===== config.mk =====
export PLATFORM = sky130hd
export DESIGN_NAME = load_store_unit
export DESIGN_NICKNAME = d
export VERILOG_FILES = /design/src/rtl/lsu_pkg.sv /design/src/rtl/lsu_extend.sv /design/src/rtl/load_store_unit.sv
export SDC_FILE = /design/constraint.sdc
export NUM_CORES = 1
export LEC_CHECK = 0
export ABC_AREA = 1
export BUFFER_PORTS_ARGS = -buffer_cell sky130_fd_sc_hd__buf_4
export CORE_MARGIN = 10
export CORE_UTILIZATION = 45
export CTS_BUF_LIST = sky130_fd_sc_hd__clkbuf_16
export DETAILED_ROUTE_END_ITERATION = 8
export PLACE_DENSITY_LB_ADDON = 0.25
export SLEW_MARGIN = 5
export SYNTH_ARGS = -nofsm -noshare
export SYNTH_HDL_FRONTEND = slang
export SYNTH_SLANG_ARGS = --single-unit

===== constraint.sdc =====
create_clock -name clk -period 2.41 [get_ports clk]
set_input_delay 0.482 -clock clk [delete_from_list [all_inputs] [get_ports clk]]
set_output_delay 0.482 -clock clk [all_outputs]
set_load 0.05 [all_outputs]

===== src/rtl/lsu_pkg.sv =====
// Shared encodings for the load/store unit: funct3 codes, access sizes,
// fault codes and FSM states.
package lsu_pkg;

    localparam logic [2:0] F3_B  = 3'b000;
    localparam logic [2:0] F3_H  = 3'b001;
    localparam logic [2:0] F3_W  = 3'b010;
    localparam logic [2:0] F3_BU = 3'b100;
    localparam logic [2:0] F3_HU = 3'b101;

    localparam logic [1:0] SZ_BYTE = 2'd0;
    localparam logic [1:0] SZ_HALF = 2'd1;
    localparam logic [1:0] SZ_WORD = 2'd2;

    localparam logic [1:0] FLT_NONE     = 2'd0;
    localparam logic [1:0] FLT_MISALIGN = 2'd1;
    localparam logic [1:0] FLT_ACCESS   = 2'd2;
    localparam logic [1:0] FLT_TIMEOUT  = 2'd3;

    typedef enum logic [1:0] {
        ST_IDLE = 2'd0,
        ST_REQ  = 2'd1,
        ST_WAIT = 2'd2,
        ST_RESP = 2'd3
    } lsu_state_e;

    // Stores only have sized forms (SB/SH/SW); loads add the unsigned variants.
    function automatic logic f3_legal(input logic is_store, input logic [2:0] f3);
        logic ok;
        if (is_store)
            ok = (f3 == F3_B) || (f3 == F3_H) || (f3 == F3_W);
        else
            ok = (f3 == F3_B) || (f3 == F3_H) || (f3 == F3_W) ||
                 (f3 == F3_BU) || (f3 == F3_HU);
        return ok;
    endfunction

endpackage


===== src/rtl/lsu_extend.sv =====
// Combinational load-data extender: sign or zero extends the right-justified
// read data according to the load's funct3.
module lsu_extend
    import lsu_pkg::*;
(
    input  logic [2:0]  funct3,
    input  logic [31:0] rdata,
    output logic [31:0] result
);

    always_comb begin
        result = rdata;
        case (funct3)
            F3_B:    result = {{24{rdata[7]}}, rdata[7:0]};
            F3_BU:   result = {24'd0, rdata[7:0]};
            F3_H:    result = {{16{rdata[15]}}, rdata[15:0]};
            F3_HU:   result = {16'd0, rdata[15:0]};
            default: result = rdata;
        endcase
    end

endmodule


===== src/rtl/load_store_unit.sv =====
// CPU-side load/store unit: validates one RV32I memory op, issues a single
// request to the memory controller and returns an extended result or a fault.
module load_store_unit
    import lsu_pkg::*;
#(
    parameter int TIMEOUT_CYCLES = 64,
    parameter int ADDR_LIMIT_BIT = 31
) (
    input  logic        clk,
    input  logic        reset,
    input  logic        op_valid,
    output logic        op_ready,
    input  logic        op_store,
    input  logic [2:0]  op_funct3,
    input  logic [31:0] op_addr,
    input  logic [31:0] op_wdata,
    output logic        res_valid,
    output logic [31:0] res_data,
    output logic [1:0]  res_fault,
    output logic [31:0] mem_address,
    output logic        mem_rw_req,
    output logic        mem_rw,
    output logic [31:0] mem_write_data,
    output logic [1:0]  mem_size,
    input  logic [31:0] mem_read_data,
    input  logic        mem_data_valid
);

    localparam logic [7:0] TO_LAST = 8'(TIMEOUT_CYCLES - 1);

    lsu_state_e  state_q, state_d;
    logic        op_ready_q, op_ready_d;
    logic        res_valid_q, res_valid_d;
    logic [31:0] res_data_q, res_data_d;
    logic [1:0]  res_fault_q, res_fault_d;
    logic [31:0] mem_address_q, mem_address_d;
    logic        mem_rw_req_q, mem_rw_req_d;
    logic        mem_rw_q, mem_rw_d;
    logic [31:0] mem_write_data_q, mem_write_data_d;
    logic [1:0]  mem_size_q, mem_size_d;
    logic [7:0]  cnt_q, cnt_d;
    logic [2:0]  f3_q, f3_d;
    logic        store_q, store_d;

    logic [31:0] ext_data;
    logic [1:0]  chk_fault;

    lsu_extend u_extend (
        .funct3 (f3_q),
        .rdata  (mem_read_data),
        .result (ext_data)
    );

    // Priority: illegal funct3, then out-of-range address, then alignment.
    always_comb begin
        chk_fault = FLT_NONE;
        if (!f3_legal(op_store, op_funct3))
            chk_fault = FLT_ACCESS;
        else if (op_addr[ADDR_LIMIT_BIT])
            chk_fault = FLT_ACCESS;
        else if ((op_funct3[1:0] == SZ_HALF && op_addr[0]) ||
                 (op_funct3[1:0] == SZ_WORD && op_addr[1:0] != 2'b00))
            chk_fault = FLT_MISALIGN;
    end

    always_comb begin
        state_d          = state_q;
        op_ready_d       = op_ready_q;
        res_valid_d      = 1'b0;
        res_data_d       = res_data_q;
        res_fault_d      = res_fault_q;
        mem_address_d    = mem_address_q;
        mem_rw_req_d     = 1'b0;
        mem_rw_d         = mem_rw_q;
        mem_write_data_d = mem_write_data_q;
        mem_size_d       = mem_size_q;
        cnt_d            = cnt_q;
        f3_d             = f3_q;
        store_d          = store_q;

        case (state_q)
            ST_IDLE: begin
                op_ready_d = 1'b1;
                if (op_valid) begin
                    op_ready_d = 1'b0;
                    f3_d       = op_funct3;
                    store_d    = op_store;
                    if (chk_fault != FLT_NONE) begin
                        res_valid_d = 1'b1;
                        res_fault_d = chk_fault;
                        res_data_d  = '0;
                        state_d     = ST_RESP;
                    end else begin
                        mem_address_d    = op_addr;
                        mem_size_d       = op_funct3[1:0];
                        mem_rw_d         = op_store;
                        mem_write_data_d = op_wdata;
                        mem_rw_req_d     = 1'b1;
                        state_d          = ST_REQ;
                    end
                end
            end
            ST_REQ: begin
                cnt_d   = '0;
                state_d = ST_WAIT;
            end
            ST_WAIT: begin
                // Data arriving on the final timeout cycle still wins.
                if (mem_data_valid) begin
                    res_valid_d = 1'b1;
                    res_fault_d = FLT_NONE;
                    res_data_d  = store_q ? 32'd0 : ext_data;
                    state_d     = ST_RESP;
                end else if (cnt_q == TO_LAST) begin
                    res_valid_d = 1'b1;
                    res_fault_d = FLT_TIMEOUT;
                    res_data_d  = '0;
                    state_d     = ST_RESP;
                end else begin
                    cnt_d = cnt_q + 8'd1;
                end
            end
            ST_RESP: begin
                op_ready_d = 1'b1;
                cnt_d      = '0;
                state_d    = ST_IDLE;
            end
            default: begin
                op_ready_d = 1'b1;
                state_d    = ST_IDLE;
            end
        endcase
    end

    always_ff @(posedge clk or negedge reset) begin
        if (!reset) begin
            state_q          <= ST_IDLE;
            op_ready_q       <= 1'b1;
            res_valid_q      <= 1'b0;
            res_data_q       <= '0;
            res_fault_q      <= FLT_NONE;
            mem_address_q    <= '0;
            mem_rw_req_q     <= 1'b0;
            mem_rw_q         <= 1'b0;
            mem_write_data_q <= '0;
            mem_size_q       <= SZ_BYTE;
            cnt_q            <= '0;
            f3_q             <= '0;
            store_q          <= 1'b0;
        end else begin
            state_q          <= state_d;
            op_ready_q       <= op_ready_d;
            res_valid_q      <= res_valid_d;
            res_data_q       <= res_data_d;
            res_fault_q      <= res_fault_d;
            mem_address_q    <= mem_address_d;
            mem_rw_req_q     <= mem_rw_req_d;
            mem_rw_q         <= mem_rw_d;
            mem_write_data_q <= mem_write_data_d;
            mem_size_q       <= mem_size_d;
            cnt_q            <= cnt_d;
            f3_q             <= f3_d;
            store_q          <= store_d;
        end
    end

    assign op_ready       = op_ready_q;
    assign res_valid      = res_valid_q;
    assign res_data       = res_data_q;
    assign res_fault      = res_fault_q;
    assign mem_address    = mem_address_q;
    assign mem_rw_req     = mem_rw_req_q;
    assign mem_rw         = mem_rw_q;
    assign mem_write_data = mem_write_data_q;
    assign mem_size       = mem_size_q;

endmodule


## Yosys cells after proc, flatten, opt, wreduce, memory -nomap -nowiden

Cells that the tools add are included.

| storage, ports and cells | value |
|---|---|
| flip-flop bits (word level) | 118 |
| word-level logic and storage cells | 87 |
| output and inout port bits | 104 |
| input port bits | 104 |

| cells by class | value |
|---|---|
| equality and inequality tests | 18 |
| muxes and demuxes | 33 |
| reduce and logical (&&, ||, !) cells | 21 |
| add/sub/neg operators | 1 |
| bitwise operators | 1 |

Operators by type and width:

| cell | count |
|---|---|
| two-way mux 32 bit | 5 |
| case mux 32 bit (4 select lines) | 1 |
| case mux 32 bit (2 select lines) | 1 |
| two-way mux 2 bit | 9 |
| two-way mux 8 bit | 2 |
| case mux 8 bit (2 select lines) | 1 |
| == test 3 bit (second input constant) | 4 |
| two-way mux 1 bit | 10 |
| nonzero test 2 bit | 5 |
| adder 8 x 1 -> 8 bit (second input constant) | 1 |
| == test 8 x 6 -> 1 bit (second input constant) | 1 |
| != test 2 bit (second input constant) | 4 |
| case mux 2 bit (4 select lines) | 1 |
| == test 2 bit (second input constant) | 3 |
| == test 3 x 1 -> 1 bit (second input constant) | 2 |
| zero test 3 bit | 2 |
| AND reduction 3 bit | 2 |
| logical OR 1 bit | 5 |
| == test 2 x 1 -> 1 bit (second input constant) | 2 |
| case mux 1 bit (2 select lines) | 2 |
| case mux 2 bit (2 select lines) | 1 |
| AND reduction 2 bit | 2 |
| AND reduction 4 bit | 1 |
| == test 3 x 2 -> 1 bit (second input constant) | 1 |
| other kinds (5) | 6 |

## Depth between registers and ports, before layout

Gate-level depths: netlist of the first run.

| depth | value |
|---|---|
| depth after elaboration | 11 |
| gate-level depth with buffers | 11 |
| gate-level depth less buffers | 10 |

## By module

Synthesis of the first run repeated with hierarchy kept, for this count alone.

| second synthesis, totals | value |
|---|---|
| cell total of the unflattened synthesis | 727 |
| area total of the unflattened synthesis | 5730.5 um2 |

Modules (own cells, without submodules):

| module | area each (um2) | sequential area each (um2) | cells an instance | instances |
|---|---|---|---|---|
| load_store_unit | 5360.1 | 2954.1 | 657 | 1 |
| lsu_extend | 370.4 | 0.0 | 70 | 1 |

## Worst setup path after synthesis of the first run

OpenSTA, ideal clock, no wires.

| path | value |
|---|---|
| path kind | reg2reg |
| start point | register state_q[0] |
| end point | register res_data_q[25], in the netlist res_data[25] |
| data arrival time | 1451 ps |
| clock period less this slack | 1574 ps |
| cell stages (with the launch flop) | 10 |
| slack | 836 ps |
| cell sequence | dfrtp_1 inv_1 ha_1 clkbuf_1 nor2_1 inv_1 nand2_4 clkbuf_1 o21ai_0 nand2_1 |

| on the way | value |
|---|---|
| longest elaborated chain between the ends | 3 |
| elaborated cells on any way between the ends | 8 |
| classes of those cells | eq/ne (4); mux (1); reduce/logical (3) |

Ends and longest elaborated chain:

| element | RTL line | source |
|---|---|---|
| from (decl) | load_store_unit.sv:31 | `lsu_state_e state_q, state_d;` |
| from (signal assigned) | load_store_unit.sv:151 | `state_q <= state_d;` |
| == test 2 bit / zero test 2 bit (equally long branches) | load_store_unit.sv:81 | `case (state_q)` |
| != test 3 bit (no line) (tied with other cells) | n/a |  |
| AND reduction 4 bit (no line) | n/a |  |
| to (signal assigned) | load_store_unit.sv:154 | `res_data_q <= res_data_d;` |
| to (decl) | load_store_unit.sv:34 | `logic [31:0] res_data_q, res_data_d;` |

Parallel ways exist; a longest one is shown, timed or not.
A chain may end at the register's enable or synchronous reset.

## Worst setup path after layout of the first run

Same ends and word-level chain as after synthesis.

==> results.txt, run 1 <==
The run finished with clean final reports. The final non-filler cell total came out at roughly 1,000. Across the VDD grid, the largest voltage drop is between 0.001 and 0.0015 V. Clock-pin slew was measured on the worst setup and hold paths at roughly 0.06 ns.

The placement row count is 39. At the end of the flow, the number of nets in the layout was 950. The number of enable-type register cells in the synthesized netlist is 0.

The mean routed wirelength per cell is approximately 16 um. Subtracting the final worst setup slack from the clock period gives 2.05 ns. The maximum clock rate is 488 MHz.

The latest clock arrival within the worst-skew pair is 0.41 ns. The sequential standard cell area came out at 2950 sq um. The required time at the worst-slack endpoint came out at 2.76 ns.

The total negative slack is 0 ns. The clock skew after layout is 0.00654 ns. The number of buffers added on ports is 207. Among all cell types in the netlist, the one instantiated most often is sky130_fd_sc_hd__nand2_1.

On the final layout, the worst hold slack is 0.260 ns. The number of global-route vias before repair came out at 5,143. The number of violations reported at the end of detailed-routing iteration 0 came out at between 300 and 400. The first-pass GRT wire length came out at 25,400 um. The delay of the slowest cell on the worst path came out at 0.44 ns. The worst setup path is captured at a flip-flop. Of the available clock period, the critical path in the final layout requires 85.0%. The floorplan die width is 127 um. The synthesized design spends more area on one cell type than any other, namely sky130_fd_sc_hd__dfrtp_1. Counting both buffers and inverters, the worst setup path holds a total of 2.

TritonCTS built the clock tree. The critical path is of the flip-flop to flip-flop type. Sorting the synthesized cells by area gives the leading types as sky130_fd_sc_hd__dfrtp_1 56%, sky130_fd_sc_hd__nand2_1 23%, sky130_fd_sc_hd__o21ai_0 4.3%. Yosys printed 0 warnings. The static power due to leakage came out at 4.30 nW.

The largest fanout on the critical path is 35. The commonest cells after synthesis are 312 x sky130_fd_sc_hd__nand2_1, 117 x sky130_fd_sc_hd__dfrtp_1, 51 x sky130_fd_sc_hd__nor2_1. Once placement finished, the instance area stood at 6850 sq um. The total half-perimeter wirelength after legalization and detailed placement is 11,500 um. In this run the tightest slew margin relative to its limit is ~65%. The setup-violating endpoint count in the final report is 0.

Entering global routing, the biggest net connects 68 pins. The fraction of layout cells with a size suffix above 1 is between 20 and 30%. The area share of the largest cell type after synthesis is 56.5%. Setup repair after global routing left no endpoint under its margin. The final count of hold timing violations came out at 0. The portion of the post-synthesis area used by sequential elements came out at between 50% and 60%.

The post-CTS setup buffer count is 0. The worst-margin pin slew is between 0.5 and 0.6 ns. Counting every sink on the clock net gives 118. Once the floorplan was initialized, standard cells occupied 45.6% of the core. The total global routing track utilization came out at around a fifth. The critical path goes through inv_1 -> ha_1 -> nor2_1 -> inv_1 -> nand2_4 -> nor2_8 -> nand2_1 -> nand2_1. The register bit count reported by yosys is 118. On the critical path, the stage with the largest delay is an instance of sky130_fd_sc_hd__nor2_8. The number of unique standard cell types used by synthesis came out at 27. The kind of cell with the highest combined delay along the critical path is simple AND/OR/NAND/NOR gates. The last weighted congestion value of the routability-driven placer is 0.773. The number of DRC violations after detailed routing is 0. The area used by multi-input combinational logic came out at between 1500 and 2000 sq um. The area of the core is around 11,000 sq um. After routing the design area is 7430 sq um.

The number of nets with antenna violations after routing came out at 0. Using the TritonRoute via totals, the vias-per-cell ratio works out to 4.85. In this run the mean area of a mapped cell was 8.14 sq um. After synthesis the cells add up to 5180 sq um. The count of antenna diodes in the layout is 0. The total power divided by cell area is between 1000 and 1500 nW/um^2.

The count of pins over their slew limit is 0. The area growth from synthesis to layout is 43.4%. The H-tree depth reported by CTS came out at 4. The length of the first detailed-routing pass in iterations is 5. The die outline height came out at 127 um. The data arrival at the endpoint of the critical path came out at 2.40 ns. Summing over every cut layer, the via total after detailed routing is between 4k and 5k. The maximum clock insertion buffer count came out at 2. The reported max-cap violation count is 0. In the synthesized netlist the dominant register cell turns out to be sky130_fd_sc_hd__dfrtp_1.

After synthesis, the share of flip-flops with an asynchronous set or reset is 100%. For this block, the routed nets add up to 15,500 um of wire. The number of CTS-inserted buffers is 17.

The number of I/O pins came out at 208. The global route total overflow is 0. The total die area came out at around 16,000 sq um. After detailed placement, the design holds a cell count of 964.

The min-delay analysis places its worst path in the category input pin to flip-flop. The worst setup path is launched from a flip-flop. The tree is rooted in a sky130_fd_sc_hd__clkbuf_16. The total of fill cells in the finished design came out at ~960.

After technology mapping, the gate count stands at 637. The initial antenna violation count is 0. The post-synthesis net count is around 750.
[sequential cells by signal (all words and copies together) (netlist names)]
register	cells
mem_address	32
mem_write_data	32
res_data	32
cnt_q	8
f3_q	3
mem_size	2
res_fault	2
state_q	2
mem_rw	1
mem_rw_req	1
op_ready	1
res_valid	1
store_q	1
[final timing paths]
kind / from / end / slack, ns / depth (start not counted)
min in group asynchronous: reset / cnt_q[5] / 0.41 / 2
worst max register to register: state_q[0] / res_data[25] / 0.36 / 8
worst min-delay path: op_wdata[11] / mem_write_data[11] / 0.26 / 3
max in group asynchronous: reset / mem_write_data[31] / 1.46 / 3
worst min register to register: mem_write_data[29] / mem_write_data[29] / 0.48 / 2
worst max-delay path: state_q[0] / res_data[25] / 0.36 / 8
[timing repair]
item	in CTS	in global routing
hold buffers	1	0
hold endpoints to repair	1	0
gates resized for setup	0	0
[logic make-up after synthesis]
logic type               synth area share, %
buffers and inverters                   5.89
AO/OA/AOI/OAI                           6.40
flip-flops                              57.0
AND/OR/NAND/NOR                         29.2
XOR/XNOR                               0.338
adder cells (fa/ha/maj)                 1.21
[worst reg2reg max path, delay by kind of cell, from the launching register on]
family | cells | cell delay (ns)
and+or+nand+nor | 5 | 0.99
DFF | 1 | 0.42
adders and majority gates | 1 | 0.37
buffers and inverters | 2 | 0.21
[cells in the final DEF (no fill, tap or decap), types with 4 or more instances in the layout]
cell / count
sky130_fd_sc_hd__a21oi_1: 10
sky130_fd_sc_hd__buf_12: 4
sky130_fd_sc_hd__buf_4: 209
sky130_fd_sc_hd__clkbuf_16: 17
sky130_fd_sc_hd__clkinv_2: 4
sky130_fd_sc_hd__dfrtp_1: 117
sky130_fd_sc_hd__ha_1: 5
sky130_fd_sc_hd__inv_1: 36
sky130_fd_sc_hd__nand2_1: 312
sky130_fd_sc_hd__nand3_1: 8
sky130_fd_sc_hd__nor2_1: 51
sky130_fd_sc_hd__o21ai_0: 45
sky130_fd_sc_hd__o21ai_1: 8
[stage by stage]
| stage | total power, mW | worst slack, ns | util [%] |
|---|---|---|---|
| 2_1_floorplan | 6.81 | 0.836 | - |
| 3_3_place_gp | 8.40 | 0.469 | 60.3 |
| 3_5_place_dp | 8.52 | 0.401 | 60.3 |
| 4_1_cts | 11.0 | 0.391 | 65.4 |
| 5_1_grt | 11.5 | 0.176 | 65.4 |
| 6_report | 10.9 | 0.361 | 65.4 |
[cell type report]
class / count / share of cell area (%)
Clock buffer: 17 / 5.72
Tap cell: 143 / 2.41
Clock inverter: 15 / 1.99
Inverter: 36 / 1.82
Timing Repair Buffer: 214 / 22.3
Multi-Input combinational cell: 454 / 26.0
Sequential cell: 118 / 39.7
[metal layers]
layer / vias to the layer above / part of all wire (%) / global-route usage [%]
met5: - / 0 / 0
met4: 0 / 2.5 / 8.64
met3: 35 / 11 / 9.14
met2: 193 / 49 / 31.4
met1: 2253 / 38 / 21.3
li1: 2356 / - / -
[report_power, final]
group          total (mW)  leakage (nW)  internal [mW]  switching (mW)
clock                2.46         0.292           1.59           0.866
sequential           3.15          1.56           2.71           0.449
combinational        5.31          2.45           1.44            3.87
(Power assumes the default switching activity.)
==> run 2: changes to the inputs <==
==> constraint.sdc (replaced) <==
create_clock -name clk -period 2 [get_ports clk]
set_input_delay 0.4 -clock clk [delete_from_list [all_inputs] [get_ports clk]]
set_output_delay 0.4 -clock clk [all_outputs]
set_load 0.05 [all_outputs]
==> results.txt, run 2 (same netlist as run 1, synthesis figures left out) <==
Leaving out fill and tap cells, the most frequent cell in the layout is sky130_fd_sc_hd__nand2_1. The first-pass GRT wire length is 25,600 um. The global route total overflow is 0.

STA classifies the critical path startpoint as a flip-flop. After detailed routing, the number of vias per cell comes to approximately 4.9. TritonCTS built the clock tree. The fraction of layout cells with a size suffix above 1 is 30.4%. The cell-internal power is 7.12 mW. In this run the clock root is driven by a sky130_fd_sc_hd__clkbuf_16.

The length of the first detailed-routing pass in iterations is 5. For the worst setup path, the data required time is 2.29 ns. In this run the tool buffered the top-level ports with 207 buffer cells. The count of antenna diodes in the layout is 0.

The total global routing track utilization came out at 19.5%. The number of violations reported at the end of detailed-routing iteration 0 is 427. The setup-violating endpoint count in the final report is 0. The largest net degree at the start of global routing is 64.

The static power due to leakage is ~4.3 nW. After clock tree synthesis, the clock-pin slew on the worst setup and hold paths is 0.06 ns. The detailed-route wire length is 15,900 um. The proportion of power drawn by flip-flops and latches is 28.3%. The clock sink total is approximately 120. The power share of the clock group came out at 22.9%. The total die area came out at 16,200 sq um. The shortest clock period the worst path allows after layout is 1.83 ns. The floorplan die width is 127 um. The area of the core came out at approximately 11,000 sq um. Once detailed placement completed, the half-perimeter wirelength came to 11,500 um. The via count of the routed design is 4,875. The initial antenna violation count is 0.

At the worst endpoint, the arrival time is 2.12 ns. The H-tree depth reported by CTS is 4. The min-delay analysis places its worst path in the category input pin to flip-flop. The latest clock arrival within the worst-skew pair came out at 0.41 ns. The clock arrives with 0.00464 ns of skew. The post-route standard cell area excluding fillers came out at 7490 sq um. Per report_power, the combinational group accounts for between 40% and 50% of the total. The net switching fraction of the power came out at between 40% and 50%. The analysis attributes to net switching a power of 6.32 mW.

For this run, the share of the core covered by cells in the final layout is roughly two thirds. The number of global-route vias before repair came out at 5,143. The final count of hold timing violations is 0.

The total negative slack is 0 ns. The filler cells instantiated in the layout total 950. At the pin with the least slew margin, the transition time is 0.513 ns. The number of DRC violations after detailed routing came out at 0. The number of nets in the layout came out at 954. The tool flagged a number of max-cap violations equal to 0. The floorplan has 39 rows.

In the layout the commonest cells are 311 x sky130_fd_sc_hd__nand2_1, 213 x sky130_fd_sc_hd__buf_4, 117 x sky130_fd_sc_hd__dfrtp_1, 51 x sky130_fd_sc_hd__nor2_1, 45 x sky130_fd_sc_hd__o21ai_0. The maximum clock insertion buffer count is 2. Setup repair after global routing left no endpoint under its margin. The number of CTS-inserted buffers is 17. In this run the tightest slew margin relative to its limit is 65.8%. The total power divided by cell area is roughly 1800 nW/um^2. The starting density of the core came out at 45.6%. The cell area after placement came out at 6860 sq um. For this design the top-level I/O count stands at 208. The last weighted congestion value of the routability-driven placer is between 0.7 and 0.8. The mean routed wirelength per cell is 15.9 um. The count of pins over their slew limit was 0. Derived from the worst setup path, the maximum achievable clock frequency is 548 MHz. The start-to-end type of the worst setup path is flip-flop to flip-flop.

The area growth from synthesis to layout is 44.5%. Of all nets on the critical path, the largest fanout is 23. The portion of the clock cycle consumed by the worst path in the final layout came out at 91.3%.

The number of nets with antenna violations after routing came out at 0. The worst IR drop on VDD came out at around 0.0012 V. The flow ran to the end, and the final reports show no timing, DRC or antenna violations.

The endpoint class of the critical path is a flip-flop. The die is 127 um tall.
run 2: cell type report:
cell class / count / area, sq um / share of cell area, %
Sequential cell: 118 / 2950 / 39.4
Multi-Input combinational cell: 455 / 1960 / 26.2
Timing Repair Buffer: 217 / 1670 / 22.3
Clock buffer: 17 / 425 / 5.68
Tap cell: 143 / 179 / 2.39
Clock inverter: 15 / 168 / 2.24
Inverter: 36 / 135 / 1.80
run 2: routing by layer:
| metal | GRT usage (%) | vias to the layer above | part of all wire [%] |
|---|---|---|---|
| li1 | - | 2372 | - |
| met1 | 21.8 | 2289 | 38 |
| met2 | 31.2 | 184 | 49 |
| met3 | 9.10 | 30 | 10 |
| met4 | 8.71 | 0 | 2.5 |
| met5 | 0 | - | 0 |
run 2: power by group through the flow:
stage          Clock, mW  Combinational (mW)  Sequential (mW)
3_3_place_gp           0                6.37             3.79
3_5_place_dp           0                6.50             3.81
2_1_floorplan          0                1.77             6.44
6_report            3.08                6.56             3.81
5_1_grt             3.24                7.03             3.91
4_1_cts             3.12                6.51             3.81
run 2: per-stage QoR:
step                      setup slack [ns]  instances  hold slack, ns  total power [mW]
after floorplan                      0.426        637           0.104              8.21
after global placement               0.224        967           0.304              10.2
after detailed placement            0.0881        967           0.302              10.3
after CTS                           0.0314       1000           0.166              13.4
after global routing                0.0103       1001           0.170              14.2
final                                0.175       1001           0.176              13.4
run 2: path summary, 6_finish.rpt:
kind                                     from                  to  depth (start not counted)  slack (ns)
hold reg to reg            mem_write_data[17]  mem_write_data[17]                          2        0.48
max in group asynchronous               reset     mem_address[12]                          3        1.03
setup reg to reg                   state_q[0]         res_data[6]                          8        0.17
hold / removal                    op_addr[21]     mem_address[21]                          3        0.18
setup / recovery                   state_q[0]         res_data[6]                          8        0.17
min in group asynchronous               reset            cnt_q[7]                          2        0.41
run 2: critical path, cell delays in order, from the launching register on:
cell and delay (ns):
sky130_fd_sc_hd__dfrtp_1 0.42, sky130_fd_sc_hd__inv_1 0.15, sky130_fd_sc_hd__ha_2 0.25, sky130_fd_sc_hd__nor2_1 0.08, sky130_fd_sc_hd__inv_1 0.09, sky130_fd_sc_hd__nand2_4 0.18, sky130_fd_sc_hd__buf_4 0.24, sky130_fd_sc_hd__o21ai_0 0.19
sky130_fd_sc_hd__nand2_1 0.08
run 2: repair_timing:
item / CTS / global route
hold buffers: 1 / 0
resized for setup: 0 / 4
setup endpoints to repair: 0 / 34
endpoints found under the hold margin: 16 / 0
setup buffers: 0 / 0
